--- config.mk ---
export PLATFORM = sky130hd
export DESIGN_NAME = cdb_arbiter_flat
export DESIGN_NICKNAME = d
export VERILOG_FILES = /design/src/rtl/cdb_arbiter_if.sv /design/src/rtl/cdb_arbiter.sv /design/src/flat_wrapper.sv
export SDC_FILE = /design/constraint.sdc
export NUM_CORES = 1
export LEC_CHECK = 0
export ABC_AREA = 1
export CAP_MARGIN = 0
export CORE_MARGIN = 2
export CORE_UTILIZATION = 35
export CTS_CLUSTER_DIAMETER = 40
export DETAILED_ROUTE_END_ITERATION = 8
export DONT_BUFFER_PORTS = 1
export PLACE_DENSITY = 0.6
export SYNTH_ARGS = -nofsm -noshare
export SYNTH_HDL_FRONTEND = slang
export SYNTH_SLANG_ARGS = --single-unit
--- constraint.sdc ---
create_clock -name clk -period 2.24 [get_ports clk]
set_clock_uncertainty 0.05 [all_clocks]
set_input_delay 0.448 -clock clk [delete_from_list [all_inputs] [get_ports clk]]
set_output_delay 0.448 -clock clk [all_outputs]
set_load 0.02 [all_outputs]
--- src/rtl/cdb_arbiter_if.sv ---
// rtl/cdb_arbiter_if.sv - requester/broadcast bundle shared by the functional units and the CDB arbiter
`ifndef XLEN
`define XLEN 32
`endif
`ifndef ROB_SIZE
`define ROB_SIZE 6
`endif
`ifndef THREAD_WIDTH
`define THREAD_WIDTH 2
`endif

interface cdb_arbiter_if #(
  parameter int NUM_REQ      = 4,
  parameter int XLEN         = `XLEN,
  parameter int TAG_W        = `ROB_SIZE,
  parameter int THREAD_WIDTH = `THREAD_WIDTH
);
  localparam int SRC_W = $clog2(NUM_REQ);

  logic [NUM_REQ-1:0]              req_i;
  logic [NUM_REQ*TAG_W-1:0]        req_tag_i;
  logic [NUM_REQ*XLEN-1:0]         req_value_i;
  logic [NUM_REQ*THREAD_WIDTH-1:0] req_thread_i;
  logic [NUM_REQ-1:0]              gnt_o;
  logic                            cdb_valid_o;
  logic [TAG_W-1:0]                cdb_tag_o;
  logic [XLEN-1:0]                 cdb_value_o;
  logic [THREAD_WIDTH-1:0]         cdb_thread_o;
  logic [SRC_W-1:0]                cdb_src_o;

  modport master (
    output req_i, req_tag_i, req_value_i, req_thread_i,
    input  gnt_o, cdb_valid_o, cdb_tag_o, cdb_value_o, cdb_thread_o, cdb_src_o
  );

  modport slave (
    input  req_i, req_tag_i, req_value_i, req_thread_i,
    output gnt_o, cdb_valid_o, cdb_tag_o, cdb_value_o, cdb_thread_o, cdb_src_o
  );
endinterface

--- src/rtl/cdb_arbiter.sv ---
// rtl/cdb_arbiter.sv - round-robin common data bus arbiter with one-cycle registered broadcast
`ifndef XLEN
`define XLEN 32
`endif
`ifndef ROB_SIZE
`define ROB_SIZE 6
`endif
`ifndef THREAD_WIDTH
`define THREAD_WIDTH 2
`endif

module cdb_arbiter #(
  parameter int NUM_REQ      = 4,
  parameter int XLEN         = `XLEN,
  parameter int TAG_W        = `ROB_SIZE,
  parameter int THREAD_WIDTH = `THREAD_WIDTH
) (
  input  logic                    clk,
  input  logic                    rst,
  input  logic                    stall_i,
  input  logic                    flush_i,
  input  logic [THREAD_WIDTH-1:0] flush_thread_i,
  cdb_arbiter_if.slave            bus
);
  localparam int SRC_W = $clog2(NUM_REQ);

  logic [NUM_REQ-1:0]      flush_mask;
  logic [NUM_REQ-1:0]      elig;
  logic [SRC_W-1:0]        rr_ptr;
  logic [SRC_W-1:0]        ptr_next;
  logic [SRC_W-1:0]        win;
  logic                    found;
  int                      idx;

  logic                    cdb_valid;
  logic [TAG_W-1:0]        cdb_tag;
  logic [XLEN-1:0]         cdb_value;
  logic [THREAD_WIDTH-1:0] cdb_thread;
  logic [SRC_W-1:0]        cdb_src;

  // Requests from the thread being flushed are wrong-path results and never reach the bus.
  always_comb begin
    flush_mask = '0;
    for (int i = 0; i < NUM_REQ; i++) begin
      flush_mask[i] = flush_i &&
                      (bus.req_thread_i[i*THREAD_WIDTH +: THREAD_WIDTH] == flush_thread_i);
    end
    elig = bus.req_i & ~flush_mask & {NUM_REQ{~stall_i}};
  end

  // Scan upward from rr_ptr with wrap; the first eligible requester wins.
  always_comb begin
    found = 1'b0;
    win   = '0;
    idx   = 0;
    for (int k = 0; k < NUM_REQ; k++) begin
      idx = int'(rr_ptr) + k;
      if (idx >= NUM_REQ) idx = idx - NUM_REQ;
      if (!found && elig[idx[SRC_W-1:0]]) begin
        found = 1'b1;
        win   = idx[SRC_W-1:0];
      end
    end
  end

  // Pointer moves just past the winner so it becomes the lowest priority next time.
  always_comb begin
    ptr_next = (win == SRC_W'(NUM_REQ - 1)) ? '0 : win + SRC_W'(1);
  end

  // Grant is combinational and held off entirely while reset is asserted.
  assign bus.gnt_o = (found && rst) ? (NUM_REQ'(1) << win) : '0;

  // Broadcast register: valid only for the cycle after a grant. A flushed thread can never
  // win, so a stale broadcast of that thread is never re-asserted after the next edge.
  always_ff @(posedge clk or negedge rst) begin
    if (!rst) begin
      cdb_valid  <= 1'b0;
      cdb_tag    <= '0;
      cdb_value  <= '0;
      cdb_thread <= '0;
      cdb_src    <= '0;
      rr_ptr     <= '0;
    end else begin
      cdb_valid <= found;
      if (found) begin
        cdb_tag    <= bus.req_tag_i[int'(win)*TAG_W +: TAG_W];
        cdb_value  <= bus.req_value_i[int'(win)*XLEN +: XLEN];
        cdb_thread <= bus.req_thread_i[int'(win)*THREAD_WIDTH +: THREAD_WIDTH];
        cdb_src    <= win;
        rr_ptr     <= ptr_next;
      end
    end
  end

  assign bus.cdb_valid_o  = cdb_valid;
  assign bus.cdb_tag_o    = cdb_tag;
  assign bus.cdb_value_o  = cdb_value;
  assign bus.cdb_thread_o = cdb_thread;
  assign bus.cdb_src_o    = cdb_src;
endmodule

--- src/flat_wrapper.sv ---
// flat-port wrapper written by rule: the top's interface ports become plain ports
module cdb_arbiter_flat 
#(
  parameter int NUM_REQ      = 4,
  parameter int XLEN         = `XLEN,
  parameter int TAG_W        = `ROB_SIZE,
  parameter int THREAD_WIDTH = `THREAD_WIDTH
)
  (clk, rst, stall_i, flush_i, flush_thread_i, bus_req_i, bus_req_tag_i, bus_req_value_i, bus_req_thread_i, bus_gnt_o, bus_cdb_valid_o, bus_cdb_tag_o, bus_cdb_value_o, bus_cdb_thread_o, bus_cdb_src_o);
  cdb_arbiter_if #(.NUM_REQ(NUM_REQ), .XLEN(XLEN), .TAG_W(TAG_W), .THREAD_WIDTH(THREAD_WIDTH)) bus_i ();
  input  logic clk;
  input  logic rst;
  input  logic stall_i;
  input  logic flush_i;
  input  logic [THREAD_WIDTH-1:0] flush_thread_i;
  input wire logic [$bits(bus_i.req_i)-1:0] bus_req_i;
  input wire logic [$bits(bus_i.req_tag_i)-1:0] bus_req_tag_i;
  input wire logic [$bits(bus_i.req_value_i)-1:0] bus_req_value_i;
  input wire logic [$bits(bus_i.req_thread_i)-1:0] bus_req_thread_i;
  output wire logic [$bits(bus_i.gnt_o)-1:0] bus_gnt_o;
  output wire logic [$bits(bus_i.cdb_valid_o)-1:0] bus_cdb_valid_o;
  output wire logic [$bits(bus_i.cdb_tag_o)-1:0] bus_cdb_tag_o;
  output wire logic [$bits(bus_i.cdb_value_o)-1:0] bus_cdb_value_o;
  output wire logic [$bits(bus_i.cdb_thread_o)-1:0] bus_cdb_thread_o;
  output wire logic [$bits(bus_i.cdb_src_o)-1:0] bus_cdb_src_o;
  assign bus_i.req_i = bus_req_i;
  assign bus_i.req_tag_i = bus_req_tag_i;
  assign bus_i.req_value_i = bus_req_value_i;
  assign bus_i.req_thread_i = bus_req_thread_i;
  assign bus_gnt_o = bus_i.gnt_o;
  assign bus_cdb_valid_o = bus_i.cdb_valid_o;
  assign bus_cdb_tag_o = bus_i.cdb_tag_o;
  assign bus_cdb_value_o = bus_i.cdb_value_o;
  assign bus_cdb_thread_o = bus_i.cdb_thread_o;
  assign bus_cdb_src_o = bus_i.cdb_src_o;
  cdb_arbiter #(.NUM_REQ(NUM_REQ), .XLEN(XLEN), .TAG_W(TAG_W), .THREAD_WIDTH(THREAD_WIDTH)) u_core (.clk(clk), .rst(rst), .stall_i(stall_i), .flush_i(flush_i), .flush_thread_i(flush_thread_i), .bus(bus_i));
endmodule
After elaboration in Yosys (flattened, before gate mapping)
Cells that the tools add are included.
- word-level logic and storage cells: 69
- register bits after elaboration: 45
- bits of input ports: 170
- output and inout port bits: 47
- reduce and logical (&&, ||, !) cells: 11
- eq/ne operators: 5
- muxes and demuxes: 22
- shifts and indexed selects: 4
- $lt $le $gt $ge: 8
- $mul: 1
- bitwise operators: 4
- $add $sub $neg: 8
- operators by type and width (operator ; count):
    indexed part select 128 x 8 -> 32 bit ; 1
    indexed part select 24 x 32 -> 6 bit ; 1
    two-way mux 2 bit ; 9
    less-than comparator 2 x 3 -> 1 bit, second input constant ; 4
    greater-or-equal comparator 3 bit, second input constant ; 3
    AND 4 bit ; 2
    binary-select mux 1 bit (select 2 bit) ; 4
    == test 2 bit ; 4
    logical AND 1 bit ; 8
    two-way mux 1 bit ; 8
    indexed part select 8 x 4 -> 2 bit ; 1
    subtractor 2 x 1 -> 2 bit, second input constant ; 4
    adder 2 x 2 -> 3 bit, second input constant ; 2
    multiplier 2 x 2 -> 4 bit, second input constant ; 1
    two-way mux 4 bit ; 1
    inverter 4 bit ; 1
    << shifter 1 x 2 -> 4 bit, first input constant ; 1
    adder 2 x 1 -> 3 bit, second input constant ; 1
    greater-or-equal comparator 2 x 3 -> 1 bit, second input constant ; 1
    logical NOT 1 bit ; 3
    adder 2 x 1 -> 2 bit, second input constant ; 1
    == test 2 bit, second input constant ; 1
    inverter 1 bit ; 1

Depth between registers and ports, before layout
Gate-level depths: netlist of the first run.
- depth after elaboration: 19
- gate-level depth with buffers: 18

Worst setup path before layout of the first run
Ideal clock, no wire load.
- path kind: input to output
- start: input flush_thread_i[0]
- end: output bus_gnt_o[0]
- arrival time: 2134 ps
- buffers on the path: 2
- slack: -392 ps
- stages: 13
- cells stage by stage: inv_2 -> or2_1 -> nand3_2 -> nand3_1 -> nand3_2 -> nand2_4 -> nand2_1 -> nand2_4 -> nand2_4 -> nand2_2 -> buf_4 -> buf_6 -> nor3_1
- word-level cells in the longest chain between the ends: 19
- elaborated cells between the ends (all ways): 36
- RTL lines (item ; line ; source):
    start, declared ; flat_wrapper.sv:15 ; input logic [THREAD_WIDTH-1:0] flush_thread_i;
    == test 2 bit ; cdb_arbiter.sv:46 ; (bus.req_thread_i[i*THREAD_WIDTH +: THREAD_WIDTH] == flush_thread_i);
    logical AND 1 bit ; cdb_arbiter.sv:45 ; flush_mask[i] = flush_i &&
    inverter 4 bit * ; cdb_arbiter.sv:48 ; elig = bus.req_i & ~flush_mask & {NUM_REQ{~stall_i}};
    AND 4 bit * (2 in a row) ; cdb_arbiter.sv:48 ;
    binary-select mux 1 bit (select 2 bit) ; cdb_arbiter.sv:59 ; if (!found && elig[idx[SRC_W-1:0]]) begin
    two-way mux 1 bit (not written as such) ; cdb_arbiter.sv:59 ;
    two-way mux 1 bit ; cdb_arbiter.sv:59 ;
    logical NOT 1 bit ; cdb_arbiter.sv:59 ;
    [... 2 more ...] ; - ;
    logical NOT 1 bit ; cdb_arbiter.sv:59 ;
    logical AND 1 bit ; cdb_arbiter.sv:59 ;
    two-way mux 1 bit ; cdb_arbiter.sv:59 ;
    logical NOT 1 bit ; cdb_arbiter.sv:59 ;
    logical AND 1 bit ; cdb_arbiter.sv:59 ;
    two-way mux 2 bit / two-way mux 1 bit (equally long branches) ; cdb_arbiter.sv:59 ;
    << shifter 1 x 2 -> 4 bit / logical AND 1 bit (equally long branches) ; cdb_arbiter.sv:72 ; assign bus.gnt_o = (found && rst) ? (NUM_REQ'(1) << win) : '0;
    two-way mux 4 bit * ; cdb_arbiter.sv:72 ;
    end, declared ; flat_wrapper.sv:20 ; output wire logic [$bits(bus_i.gnt_o)-1:0] bus_gnt_o;
Every way passes the cells marked *; elsewhere a longest branch is shown, timed or not. The select of a mux whose other input is x is not followed.

Final worst setup path of the first run
- start: register u_core.rr_ptr[0]
- end: output bus_gnt_o[3]
- word-level cells in the longest chain between the ends: 16
- elaborated cells between the ends (all ways): 40
- RTL lines (item ; line ; source):
    start, declared ; cdb_arbiter.sv:29 ; logic [SRC_W-1:0] rr_ptr;
    start signal, assigned ; cdb_arbiter.sv:91 ; rr_ptr <= ptr_next;
    parallel branches: the longest is 15 deep, another holds adder 2 x 1 -> 3 bit ; - ;
    two-way mux 4 bit * ; cdb_arbiter.sv:72 ;
Every way passes the cells marked *. The select of a mux whose other input is x is not followed.

==> reports/qor.yml, run 1 <==
ys_warn_count: 0
hp-start: "bus_req_value_i[110]"
final.setup.worst_slack_ps: -214.4
cp_max_fo: 7
slew_headroom: 0.7744
viasPerCell: 5.191
drive_gt1_frac: 0.1549
clk_pin_slew_ps: 90
hp-class: "input port to flop"
totalPowerFinal_w: 0.009736
clock_latency_ps: 290
diodes: 0
synth_area_per_cell_sq_um: 6.012
path_class: "flop to output pin"
r2r-start: "u_core.rr_ptr[0]"
tritoncts: "yes"
nets: 834
powerDensity_nw_per_um2: 2127
run_status: "complete, but fails checks"
cts.htree.levels: 2
portBuffers: 0
die_h_um: 109.7
synth_seq_cells: 45
cts_buffers: 5
critPathLaunch: "u_core.rr_ptr[0]"
finalCritPeriodShare: 1.096
tightestPinTransition_ps: 338.4
syn_area_sq_um: 3914
finalMaxSlewViolations: 0
ant_nets: 0
detail_route.wl_per_cell_um: 15.39
endpoint_kind: "output pin"
max_freq_ghz: 0.4074
cap_violations: 0
fill_cells: 1194
initial_core_util: 0.3595
drtPass1Iterations: 4
arrival_ps: 1960
p_leak_nw: 2.588
vias: 4179
overflow: 0
drc: 0
place.gp.congestion: 0.8932
peakVddDrop_v: 0.001197
die-area_sq_um: 12040
grt_pass1_wl_mm: 18.51
cts_root_buf: "clkbuf_8"
drtIter0Drc: 226
violations: "setup timing"
finalSetupViolations: 4
io_pins: 217
synthDistinctLibCells: 23
grt_usage: 0.1962
grt_setup_unrepaired: "yes"
final.min_clock_period_ps: 2454
start_kind: "flop"
wl_mm: 12.39
grt_pass1_vias: 3756
dpl.hpwl_mm: 9.083
hold_viol: 0
clkSinkCount: 45
grt_max_degree: 49
syn_nets: 821
yosysSeqAreaShare: 0.2877
fp.coreArea_sq_um: 10890
synth_cells: 651
required_ps: 1740
antenna_found_initial: 0
fin_setup_tns_ps: -682.0
area_delta_synth_final_pct: 16.98
die_x_um: 109.7
max-clock-path-buffers: 2
num_rows: 38
-- state kept, by name (all words and copies together) (netlist names) --
signal / cells
u_core.bus.cdb_value_o: 32
u_core.bus.cdb_tag_o: 6
u_core.bus.cdb_src_o: 2
u_core.bus.cdb_thread_o: 2
u_core.rr_ptr: 2
u_core.bus.cdb_valid_o: 1
-- stage by stage --
stage / util / setup WS [ps] / hold slack [ps] / instance area [sq um] / cells
6_report: 0.4205 / -214.4 / 260.1 / 4578 / 805
5_1_grt: 0.4205 / -325.3 / 253.6 / 4578 / 805
4_1_cts: 0.4135 / -168.0 / 250.5 / 4502 / 801
3_5_place_dp: 0.3931 / -115.9 / 103.4 / 4280 / 787
3_3_place_gp: 0.3931 / -50.04 / 103.5 / 4280 / 787
2_1_floorplan: - / -99.94 / 102.4 / 4009 / 651
-- final cells by class --
class	instances	area (sq um)	area share
Clock buffer	7	96.34	0.02104
Sequential cell	45	1127	0.2462
Tap cell	140	175.2	0.03826
Multi-Input combinational cell	469	2311	0.5048
Clock inverter	1	8.758	0.001913
Inverter	98	390.4	0.08527
Timing Repair Buffer	45	469.2	0.1025
-- cells in the mapped netlist, drive strengths merged --
cell	count	area, sq um
nand2	266	1031
nand3	165	908.4
inv	98	367.9
dfrtp	45	1126
buf	33	211.5
nand4	19	133.9
nor2	11	58.81
clkbuf	6	22.52
a21oi	3	15.01
nor3	2	10.01
or2	2	12.51
xnor2	1	16.27
-- placed cells by master, fill, tap and decap left out --
cell / n
inv_6: 2
clkbuf_16: 1
clkbuf_8: 7
nand3_4: 2
nand2_4: 7
dfrtp_1: 44
dfrtp_2: 1
inv_12: 1
xnor2_4: 1
inv_2: 4
nand4_1: 18
buf_6: 1
nand2_2: 7
nand2_1: 251
nand3_2: 16
inv_4: 2
buf_4: 34
nor2_1: 6
dlygate4sd3_1: 1
nor2_2: 1
nand3_1: 147
buf_12: 7
or2_1: 2
nor3_4: 2
nand2_8: 1
nor2_4: 4
buf_16: 1
nand4_4: 1
inv_1: 90
a21oi_1: 3
-- worst max-delay path, stage by stage (launching register included) --
cell	delay, ps
dfrtp_2	500
inv_4	120
nand3_2	140
nand2_4	130
nand2_1	50
nand2_1	70
nand2_2	60
nand2_4	80
nand2_4	70
nand2_8	100
inv_4	50
nor3_4	280
-- power breakdown --
group | leakage [nW] | switching, W | total (W) | internal (W)
sequential | 0.536 | 0.000860 | 0.00218 | 0.00132
clock | 0.0549 | 0.000295 | 0.000581 | 0.000286
combinational | 2.00 | 0.00432 | 0.00698 | 0.00266
-- per-layer routing --
| metal | track usage | vias to the layer above | wire length [um] |
|---|---|---|---|
| li1 | - | 2058 | - |
| met1 | 0.2454 | 1939 | 5141 |
| met2 | 0.3444 | 166 | 6169 |
| met3 | 0.04505 | 16 | 921 |
| met4 | 0.04069 | 0 | 157 |
| met5 | 0 | - | 0 |
-- logic make-up (layout without fill, tap and decap cells) --
group / count (synthesis) / in the layout / share of synthesized area
and+or+nand+nor: 465 / 465 / 0.5505
buffers and inverters: 137 / 151 / 0.1538
DFF: 45 / 45 / 0.2877
AOI/OAI and AO/OA: 3 / 3 / 0.003835
xor gates and xnor gates: 1 / 1 / 0.004157
-- final timing paths --
check	endpoint	slack (ps)	cells past startpoint
worst max-delay path	bus_gnt_o[3]	-210	11
min in group asynchronous	u_core.bus.cdb_value_o[2]	610	2
worst min-delay path	u_core.bus.cdb_value_o[14]	260	2
worst max register to register	u_core.bus.cdb_value_o[31]	60	12
max in group asynchronous	u_core.rr_ptr[0]	1280	2
worst min register to register	u_core.bus.cdb_value_o[17]	590	2
-- repair_timing --
item	4_1_cts	5_1_grt
hold buffers	2	0
gates cloned	0	1
setup buffers	4	3
gates resized for setup	11	7
endpoints found under the setup margin	9	28
pin swaps	7	5
hold endpoints to repair	45	0
Power figures use the tool's default switching activity.
==> run 2: changes to the inputs <==
--- a/config.mk
+++ b/config.mk
@@ -12,7 +12,6 @@
 export CTS_CLUSTER_DIAMETER = 40
 export DETAILED_ROUTE_END_ITERATION = 8
 export DONT_BUFFER_PORTS = 1
-export PLACE_DENSITY = 0.6
 export SYNTH_ARGS = -nofsm -noshare
 export SYNTH_HDL_FRONTEND = slang
 export SYNTH_SLANG_ARGS = --single-unit
==> results of run 2 <==
The final DEF is identical to that of run 1; final timing and power are the same.
==> run 3: changes to the inputs <==
--- a/config.mk
+++ b/config.mk
@@ -7,7 +7,6 @@
 export LEC_CHECK = 0
 export ABC_AREA = 1
 export CAP_MARGIN = 0
-export CORE_MARGIN = 2
 export CORE_UTILIZATION = 35
 export CTS_CLUSTER_DIAMETER = 40
 export DETAILED_ROUTE_END_ITERATION = 8
==> run 3 against run 2 <==
Net effect:
- the run still ends with setup timing left
- core utilization down 0.31 points
- final cell count up 0.12%
- clock power down 14%
- global-route usage up 0.64 points
- via count down 0.29%
- combinational power about the same
- sequential power about the same
- sequential cell count unchanged
- register-to-register slack worse by 40 ps
- total power down 0.74%
==> reports/qor.yml, run 3 (same netlist as run 1, synthesis figures left out) <==
fill_cells: 1189  # was 1,194
place.gp.congestion: 0.8708  # was 0.8932
detail_route.wl_per_cell_um: 14.67  # was 15.39 um
final.min_clock_period_ps: 2432  # was 2454 ps
start_kind: "flop"  # unchanged
endpoint_kind: "output pin"  # unchanged
nets: 835  # was 834
wl_mm: 11.82  # was 12.39 mm
vias: 4167  # was 4,179
hp-start: "bus_req_value_i[114]"  # was bus_req_value_i[110]
slew_headroom: 0.8026  # was 0.7744
r2r-start: "u_core.rr_ptr[0]"  # unchanged
dpl.hpwl_mm: 8.832  # was 9.083 mm
cts.htree.levels: 2  # unchanged
hp-class: "input port to flop"  # unchanged
rr_worst_depth: 13  # was 12
die_h_um: 107.7  # was 109.7 um
portBuffers: 0  # unchanged
antenna_found_initial: 0  # unchanged
die-area_sq_um: 11610  # was 12,040 sq um
drtIter0Drc: 204  # was 226
final.setup.worst_slack_ps: -192.3  # was -214.4 ps
viasPerCell: 5.170  # was 5.191
path_class: "flop to output pin"  # unchanged
clk_pin_slew_ps: 90  # about the same
fin_setup_tns_ps: -660.0  # was -682.0 ps
critPathLaunch: "u_core.rr_ptr[0]"  # unchanged
peakVddDrop_v: 0.001160  # was 0.001197 V
drtPass1Iterations: 4  # unchanged
worst_r2r_endpoint: "u_core.bus.cdb_value_o[29]"  # was u_core.bus.cdb_value_o[31]
max-clock-path-buffers: 2  # unchanged
worstPathCellList: "inv_4, nand3_2, nand2_4, nor2_4, nand4_1, nand3_2, buf_12, nand2_2, nor2_4"  # was inv_4, nand3_2, nand2_4, nand2_1, nand2_1, nand2_2, nand2_4, nand2_4, nand2_8, inv_4, nor3_4
clock_latency_ps: 290  # about the same
drive_gt1_frac: 0.1547  # was 0.1549
run_status: "complete, but fails checks"  # unchanged
cts_buffers: 5  # unchanged
cts_root_buf: "clkbuf_8"  # unchanged
diodes: 0  # unchanged
finalSetupViolations: 4  # unchanged
fin_area_sq_um: 4544  # was 4578 sq um
grt_usage: 0.2027  # was 0.1962
grt_setup_unrepaired: "yes"  # unchanged
mostFrequentLayoutCells: "nand2_1 (251), nand3_1 (146), inv_1 (90), dfrtp_1 (44), buf_4 (37)"  # was nand2_1 (251), nand3_1 (147), inv_1 (90), dfrtp_1 (44), buf_4 (34)
tightestPinTransition_ps: 296.2  # was 338.4 ps
whs_endpoint: "u_core.bus.cdb_value_o[18]"  # was u_core.bus.cdb_value_o[14]
finalMaxSlewViolations: 0  # unchanged
ant_nets: 0  # unchanged
grt_max_degree: 49  # unchanged
tritoncts: "yes"  # unchanged
drc: 0  # unchanged
hold-path-cell-count: 2  # unchanged
cp_max_fo: 7  # unchanged
initial_core_util: 0.3595  # unchanged
max_freq_ghz: 0.4111  # was 0.4074 GHz
overflow: 0  # unchanged
largest_reg_flops: 32  # unchanged
area_delta_synth_final_pct: 16.11  # was 16.98%
violations: "setup timing"  # unchanged
clkSinkCount: 45  # unchanged
required_ps: 1740  # about the same
cp_slowest_stage_delay_ps: 500  # about the same
die_x_um: 107.7  # was 109.7 um
powerDensity_nw_per_um2: 2127  # about the same
placed_cell_area_sq_um: 4248  # was 4280 sq um
layout_commonest_cell: "nand2_1"  # unchanged
p_leak_nw: 2.566  # was 2.588 nW
fp.coreArea_sq_um: 10890  # unchanged
finalCritPeriodShare: 1.086  # was 1.096
arrival_ps: 1930  # was 1960 ps
grt_pass1_wl_mm: 18.51  # unchanged
io_pins: 217  # unchanged
num_rows: 38  # unchanged
grt_pass1_vias: 3959  # was 3,756
cap_violations: 0  # unchanged
reg2reg_slack_ps: 20  # was 60 ps
hold_viol: 0  # unchanged
cp_slowest_cell: "dfrtp_2"  # unchanged
-- run 3: changes by cell type in the layout (fill, tap and decap cells not counted), moves of 2 or more --
cell	before	now
buf_4	34	37
clkbuf_8	7	5
inv_6	2	0
clkbuf_1	0	2
buf_12	7	5
-- run 3: stage by stage --
stage                     utilization  hold slack (ps)  power [W]  setup slack [ps]  instances
after global placement         0.3901            103.2   0.008543            -64.19        786
after floorplan                     -            102.4   0.007082            -99.94        651
after detailed placement       0.3901            103.1   0.008704            -93.61        786
after CTS                      0.4155            253.7   0.009702            -172.8        806
final                          0.4174            261.1   0.009664            -192.3        806
after global routing           0.4174            256.9    0.01065            -273.4        806
-- run 3: power breakdown --
group	switching, W	internal, W	leakage [nW]	total [W]
logic	0.00433	0.00267	1.99	0.00700
registers	0.000851	0.00132	0.536	0.00217
clock network	0.000278	0.000221	0.0385	0.000500
total	0.00546	0.00421	2.57	0.00966
-- run 3: worst max path at each step --
stage                         to  slack, ps  cells past startpoint
detailed placement  bus_gnt_o[3]        -90                     13
global route        bus_gnt_o[2]       -270                     11
CTS                 bus_gnt_o[0]       -170                      8
floorplan           bus_gnt_o[1]       -100                     15
global placement    bus_gnt_o[3]        -60                     13
finish              bus_gnt_o[2]       -190                      9
-- run 3: timing repair --
| item | 4_1_cts | 5_1_grt |
|---|---|---|
| setup endpoints to repair | 5 | 41 |
| endpoints found under the hold margin | 45 | 0 |
| pin swaps | 14 | 2 |
| gates cloned | 0 | 0 |
| hold buffers | 2 | 0 |
| resized for setup | 16 | 3 |
| setup buffers | 10 | 0 |
-- run 3: final cells by class --
| cell class | instances | area [sq um] | share of cell area |
|---|---|---|---|
| multi-input cells | 469 | 2316 | 0.5096 |
| clock buffers | 7 | 76.32 | 0.01680 |
| clock inverters | 1 | 7.507 | 0.001652 |
| well taps | 140 | 175.2 | 0.03855 |
| inverters | 98 | 387.9 | 0.08535 |
| repair buffers | 46 | 454.2 | 0.09994 |
| flip-flops and latches | 45 | 1127 | 0.2481 |
-- run 3: per-layer routing --
metal / global-route usage / vias to the layer above / routed length, um
met4: 0.07632 / 0 / 260
met1: 0.2307 / 1904 / 4722
met3: 0.04964 / 19 / 974
li1: - / 2061 / -
met5: 0 / - / 0
met2: 0.3626 / 183 / 5865
-- run 3: critical path: cells and delay by family, from the launching register on --
kind                   cells  cell delay (ps)
and+or+nand+nor            7              910
DFF                        1              500
buffers and inverters      2              220
==> patch 1, RTL diff (flow settings as in run 1) <==
Set the macro `XLEN` to 16 (it was 32).
--- a/src/rtl/cdb_arbiter_if.sv
+++ b/src/rtl/cdb_arbiter_if.sv
@@ -2,3 +2,3 @@
 `ifndef XLEN
-`define XLEN 32
+`define XLEN 16
 `endif
Ports: changed (resized bus_cdb_value_o and bus_req_value_i); port bits go from 217 to 137. No check against the original RTL was run, so the function may have changed too.
==> patch 1 against run 1 <==
The run still ends with negative setup slack left; setup slack lost 0.15 ns; sequential cell count shrank 16; routed wire length shrank 33%; first-iteration DRC count shrank 53%; synthesized area shrank 33%; final area shrank 18%; utilization grew 9.8 points; largest cell class unchanged; highest routed layer unchanged.
Power is left out: the tool's default activity adds up to more than one toggle a clock period on the data nets, which glitch-free logic cannot reach.
==> patch 1: results (changes against run 1) <==
- The run finished, with violations left.
* Failing checks: negative setup slack
* Antenna cell count: 0 (unchanged)
- Maximum number of pins on one net before global-route repair: 41 (-16%)
- Biggest fanout along the worst timing path: 5 (-2)
- Slowest stage delay, CP: 0.42 ns (-0.08 ns)
* Max H-tree Level: 2 (unchanged)
- The remaining max-slew budget at the tightest pin was 0.8292 (+0.05479).
- Largest buffer count on any clock path: 2 (unchanged)
* Detailed-placement wirelength estimate: 5552 µm (-39%)
- # setup viols final: 28 (+24)
* Number of antenna violations at the first check in global routing: 0 (unchanged)
- The number of vias in the routed layout came to 2830 (-32%).
- The number of flip-flops under the largest register name was 16 (-50%).
- Sequential share of the synthesized area: 0.2779 (-0.009813)
- The tree is rooted in a sky130_fd_sc_hd__clkbuf_8.
- The clock buffer count from CTS was 5 (unchanged).
- Classification of the worst setup path: reg -> out
- The number of global-route vias before repair came to 2712 (-28%).
- The DRC violation total after the first TritonRoute iteration is 106 (-53%).
- The minimum setup slack after placement came to -0.1212 ns (-0.005371 ns).
* Final setup TNS: -3.902 ns (-3.220 ns)
- The worst setup margin was -0.3662 ns (-0.1518 ns).
- By area the synthesized netlist is led by sky130_fd_sc_hd__dfrtp_1, sky130_fd_sc_hd__nand2_1, sky130_fd_sc_hd__nand3_1.
* Register clock-pin slew on the reported worst setup and hold paths: 0.07 ns (-0.02 ns)
- Slowest stage cell, crit path: sky130_fd_sc_hd__dfrtp_1
- The count of yosys warnings during synthesis came to 0 (unchanged).
- GR Util All Layers: 0.1850 (-0.01125)
- The number of nets in the synthesized netlist was 545 (-34%).
- The post-synthesis async set-or-reset flop share is 1.000 (unchanged).
- The count of nets after finishing was 583 (-30%).
* Number of buffers inserted by port buffering: 0 (unchanged)
- R2R setup slack: -0.15 ns (-0.21 ns)
- Share of post-route cells with drive strength above 1: 0.3059 (+0.1510)
- The signal arrival time at the worst endpoint came to 2.11 ns (+0.15 ns).
- Most used standard cells in the synthesized netlist: sky130_fd_sc_hd__nand2_1, sky130_fd_sc_hd__nand3_1, sky130_fd_sc_hd__inv_1
- On the critical path the largest part of the delay comes from simple AND/OR/NAND/NOR gates.
* Post-DR wirelength/cell: 14.46 µm (-6.1%)
- The routability congestion estimate was 0.8503 (-4.8%).
- Global-route wire length before repair: 12480 µm (-33%)
* Synth cell types: 22 (-4.3%)
patch 1: cell count changes after synthesis, moves of 5 or more:
cell,change
sky130_fd_sc_hd__buf_4,-5
sky130_fd_sc_hd__nand4_1,-18
sky130_fd_sc_hd__clkbuf_1,-6
sky130_fd_sc_hd__nand3_1,-66
sky130_fd_sc_hd__inv_1,-11
sky130_fd_sc_hd__or2_0,+9
sky130_fd_sc_hd__dfrtp_1,-16
sky130_fd_sc_hd__nand2_1,-116
sky130_fd_sc_hd__a21oi_1,+16
sky130_fd_sc_hd__or2_1,+17
sky130_fd_sc_hd__nand3_2,-12
sky130_fd_sc_hd__buf_2,-5
patch 1: layout make-up:
| type | count | area (µm²) |
|---|---|---|
| tap | 99 | 123.9 |
| inverter | 85 | 356.6 |
| clock inverter | 1 | 30.03 |
| multi-input combinational | 303 | 1861 |
| fill | 736 | 3495 |
| clock buffer | 7 | 86.33 |
| timing repair buffer | 49 | 575.6 |
| sequential | 29 | 725.7 |
patch 1: metal layers:
layer / vias up / GRT usage / routed length (µm)
li1: 1406 / - / -
met1: 1298 / 0.2376 / 3475
met2: 112 / 0.3083 / 4194
met3: 14 / 0.05259 / 506
met4: 0 / 0.04359 / 110
met5: - / 0 / 0
patch 1: cells by family (layout without fill, tap and decap cells):
logic type | count (synthesis) | after routing | share of synthesized area
AO/OA/AOI/OAI | 21 | 21 | 0.04168
AND/OR/NAND/NOR | 277 | 277 | 0.4859
adder cells (fa/ha/maj) | 4 | 4 | 0.01917
buffers and inverters | 103 | 142 | 0.1691
flip-flops | 29 | 29 | 0.2779
XOR/XNOR | 1 | 1 | 0.006231
patch 1: worst paths after layout:
path                                            from                    endpoint  depth (start not counted)
min                              bus_req_value_i[50]   u_core.bus.cdb_value_o[2]                          3
max in group asynchronous                        rst   u_core.bus.cdb_value_o[4]                          2
min reg2reg                u_core.bus.cdb_value_o[1]   u_core.bus.cdb_value_o[1]                          2
max reg2reg                         u_core.rr_ptr[0]     u_core.bus.cdb_tag_o[5]                         14
max                                 u_core.rr_ptr[0]                bus_gnt_o[0]                         12
min in group asynchronous                        rst  u_core.bus.cdb_thread_o[0]                          2
patch 1: per-stage QoR:
stage | hold WS (ns) | cell area (µm²) | cells
3_5_place_dp | 0.1033 | 3085 | 545
4_1_cts | 0.3254 | 3457 | 562
5_1_grt | 0.3462 | 3759 | 573
2_1_floorplan | 0.1024 | 2858 | 435
3_3_place_gp | 0.1032 | 3085 | 545
6_report | 0.3315 | 3759 | 573
patch 1: timing repair:
action / 4_1_cts / 5_1_grt
resized for setup: 34 / 29
pin swaps: 21 / 20
hold buffers: 2 / 0
gates cloned: 1 / 7
endpoints found under the hold margin: 29 / 0
setup endpoints to repair: 28 / 31
buffers inserted: 7 / 4
==> patch 2, RTL diff (flow settings as in run 1) <==
Without the edit above. Make the reset (`rst`) synchronous in one clocked block.
--- a/src/rtl/cdb_arbiter.sv
+++ b/src/rtl/cdb_arbiter.sv
@@ -75,3 +75,3 @@
   // win, so a stale broadcast of that thread is never re-asserted after the next edge.
-  always_ff @(posedge clk or negedge rst) begin
+  always_ff @(posedge clk) begin
     if (!rst) begin
Function: differs if rst is asserted again (counterexample within 4 cycles, from zero or initial values and one cycle with rst low); with rst held inactive, the same outputs for 10 cycles.
==> patch 2 against run 1 <==
The run still ends with negative setup slack left; setup slack improved by 0.044 ns; non-clock buffer count is 1 lower; synthesized cell count increased by 11%; sequential power decreased by 21%; synthesized area is 2.0% lower; combinational power down 20%; maximum frequency is 1.8% higher; final area down 1.9%; via count rose by 4.4%; sequential cell count is the same; total power is 19% lower; routed wire length rose by 1.3%; count of clock-buffer cells in the layout decreased by 1.
==> patch 2: results (changes against run 1) <==
* Total cell area at the placement stage: 4218 µm² (-1.5%)
- The met1 track utilization from global routing is 0.2389 (-0.006507).
* Global-route wire length before repair: 18910 µm (+2.2%)
- The average wire per standard cell is 14.44 µm (-6.2%).
- Met2 wire length: 6119 µm (-0.81%)
* Layout net count: 898 (+7.7%)
* Dominant synthesized flop cell: sky130_fd_sc_hd__dfxtp_1
- M1 wire length: 5239 µm (+1.9%)
* Clock insertion delay at the later pin of the skew report: 0.31 ns (+0.02 ns)
* Switching power total: 4.378 mW (-20%)
- Number of DRC violations after detailed-routing iteration 0: 260 (+15%)
- The met3 usage in global routing is 0.04842 (+0.003366).
- Slew @ Worst Pin: 0.4460 ns (+0.1076 ns)
- The checks that failed: negative setup slack.
* Biggest fanout along the worst timing path: 5 (-2)
- The amount of wire on met3 after detailed routing was 1042 µm (+13%).
- Met2 track demand over resource in global routing: 0.3621 (+0.01770)
- Endpoint of the most critical register-to-register path: u_core.bus.cdb_value_o[17]
- Run status: finished, violations left
- # setup viols final: 4 (unchanged)
* Final setup slack of the worst path: -0.1705 ns (+0.04391 ns)
- GR Util All Layers: 0.2016 (+0.005338)
- Crit path capture: bus_gnt_o[2]
- The fill cell total of the finished layout was 1176 (-1.5%).
- R2R setup slack: 0 ns (-0.06 ns)
- Reg2Reg Depth: 15 (+3)
- The count of cell types in the netlist is 24 (+4.3%).
- Startpoint of the worst-slack reg-to-reg timing path: u_core.rr_ptr[0]
- The number of iterations in the first detailed-routing pass is 5 (+1).
- Max IR drop VDD: 708.7 µV (-41%)
* Top cells by area in the synthesized netlist: sky130_fd_sc_hd__nand2_1, sky130_fd_sc_hd__dfxtp_1, sky130_fd_sc_hd__nand3_1
- The final HPWL from detailed placement was 9446 µm (+4.0%).
patch 2: cell type report:
class,count,area [µm²],share of cell area
multi-input cells,519,2454,0.5461
flip-flops and latches,45,903.4,0.2011
inverters,113,444.2,0.09886
repair buffers,44,420.4,0.09357
well taps,140,175.2,0.03899
clock buffers,6,82.58,0.01838
clock inverters,2,13.76,0.003063
patch 2: cells by family after synthesis:
family / count (synthesis) / synth area share
AOI/OAI and AO/OA: 23 / 0.03130
xor gates and xnor gates: 1 / 0.002283
buffers and inverters: 157 / 0.1725
DFF: 45 / 0.2348
and+or+nand+nor: 495 / 0.5592
patch 2: worst min path at each step:
stage,endpoint,slack (ns),from
CTS,u_core.bus.cdb_value_o[12],0.18,rst
global route,u_core.bus.cdb_value_o[27],0.18,rst
finish,u_core.bus.cdb_value_o[24],0.19,rst
global placement,u_core.bus.cdb_value_o[24],0.51,rst
detailed placement,u_core.bus.cdb_value_o[12],0.51,rst
floorplan,u_core.bus.cdb_src_o[0],0.55,u_core.bus.cdb_src_o[0]
patch 2: through the flow:
step | instances | setup TNS, ns | hold slack, ns | worst slack (ns) | util
after floorplan | 721 | -0.04114 | 0.5474 | -0.04009 | -
after global placement | 853 | -0.3182 | 0.5068 | -0.1090 | 0.3925
after detailed placement | 853 | -2.146 | 0.5104 | -0.1165 | 0.3925
after CTS | 869 | -0.5967 | 0.1793 | -0.1616 | 0.4164
after global routing | 869 | -2.366 | 0.1797 | -0.2732 | 0.4181
final | 869 | -0.5680 | 0.1896 | -0.1705 | 0.4181
patch 2: what timing repair did:
item,4_1_cts,5_1_grt
buffers inserted,8,0
endpoints found under the setup margin,4,20
resized for setup,23,5
cloned,0,0
pin swaps,16,10
patch 2: power groups by stage:
stage / clock, mW / combinational [mW] / sequential, mW
floorplan: 0 / 3.99 / 1.67
global placement: 0 / 5.17 / 1.74
detailed placement: 0 / 5.23 / 1.74
CTS: 0.583 / 5.51 / 1.73
global route: 0.602 / 6.24 / 1.76
finish: 0.562 / 5.56 / 1.73
patch 2: worst max-delay path: stages, from the launching register on:
cell	delay, ns
sky130_fd_sc_hd__dfxtp_2	0.37
sky130_fd_sc_hd__buf_6	0.15
sky130_fd_sc_hd__inv_8	0.05
sky130_fd_sc_hd__nand3_4	0.08
sky130_fd_sc_hd__nand2_4	0.07
sky130_fd_sc_hd__nor2_4	0.18
sky130_fd_sc_hd__nand4_1	0.17
sky130_fd_sc_hd__nand3_2	0.15
sky130_fd_sc_hd__buf_4	0.13
sky130_fd_sc_hd__nand2_2	0.07
sky130_fd_sc_hd__nor2_4	0.20
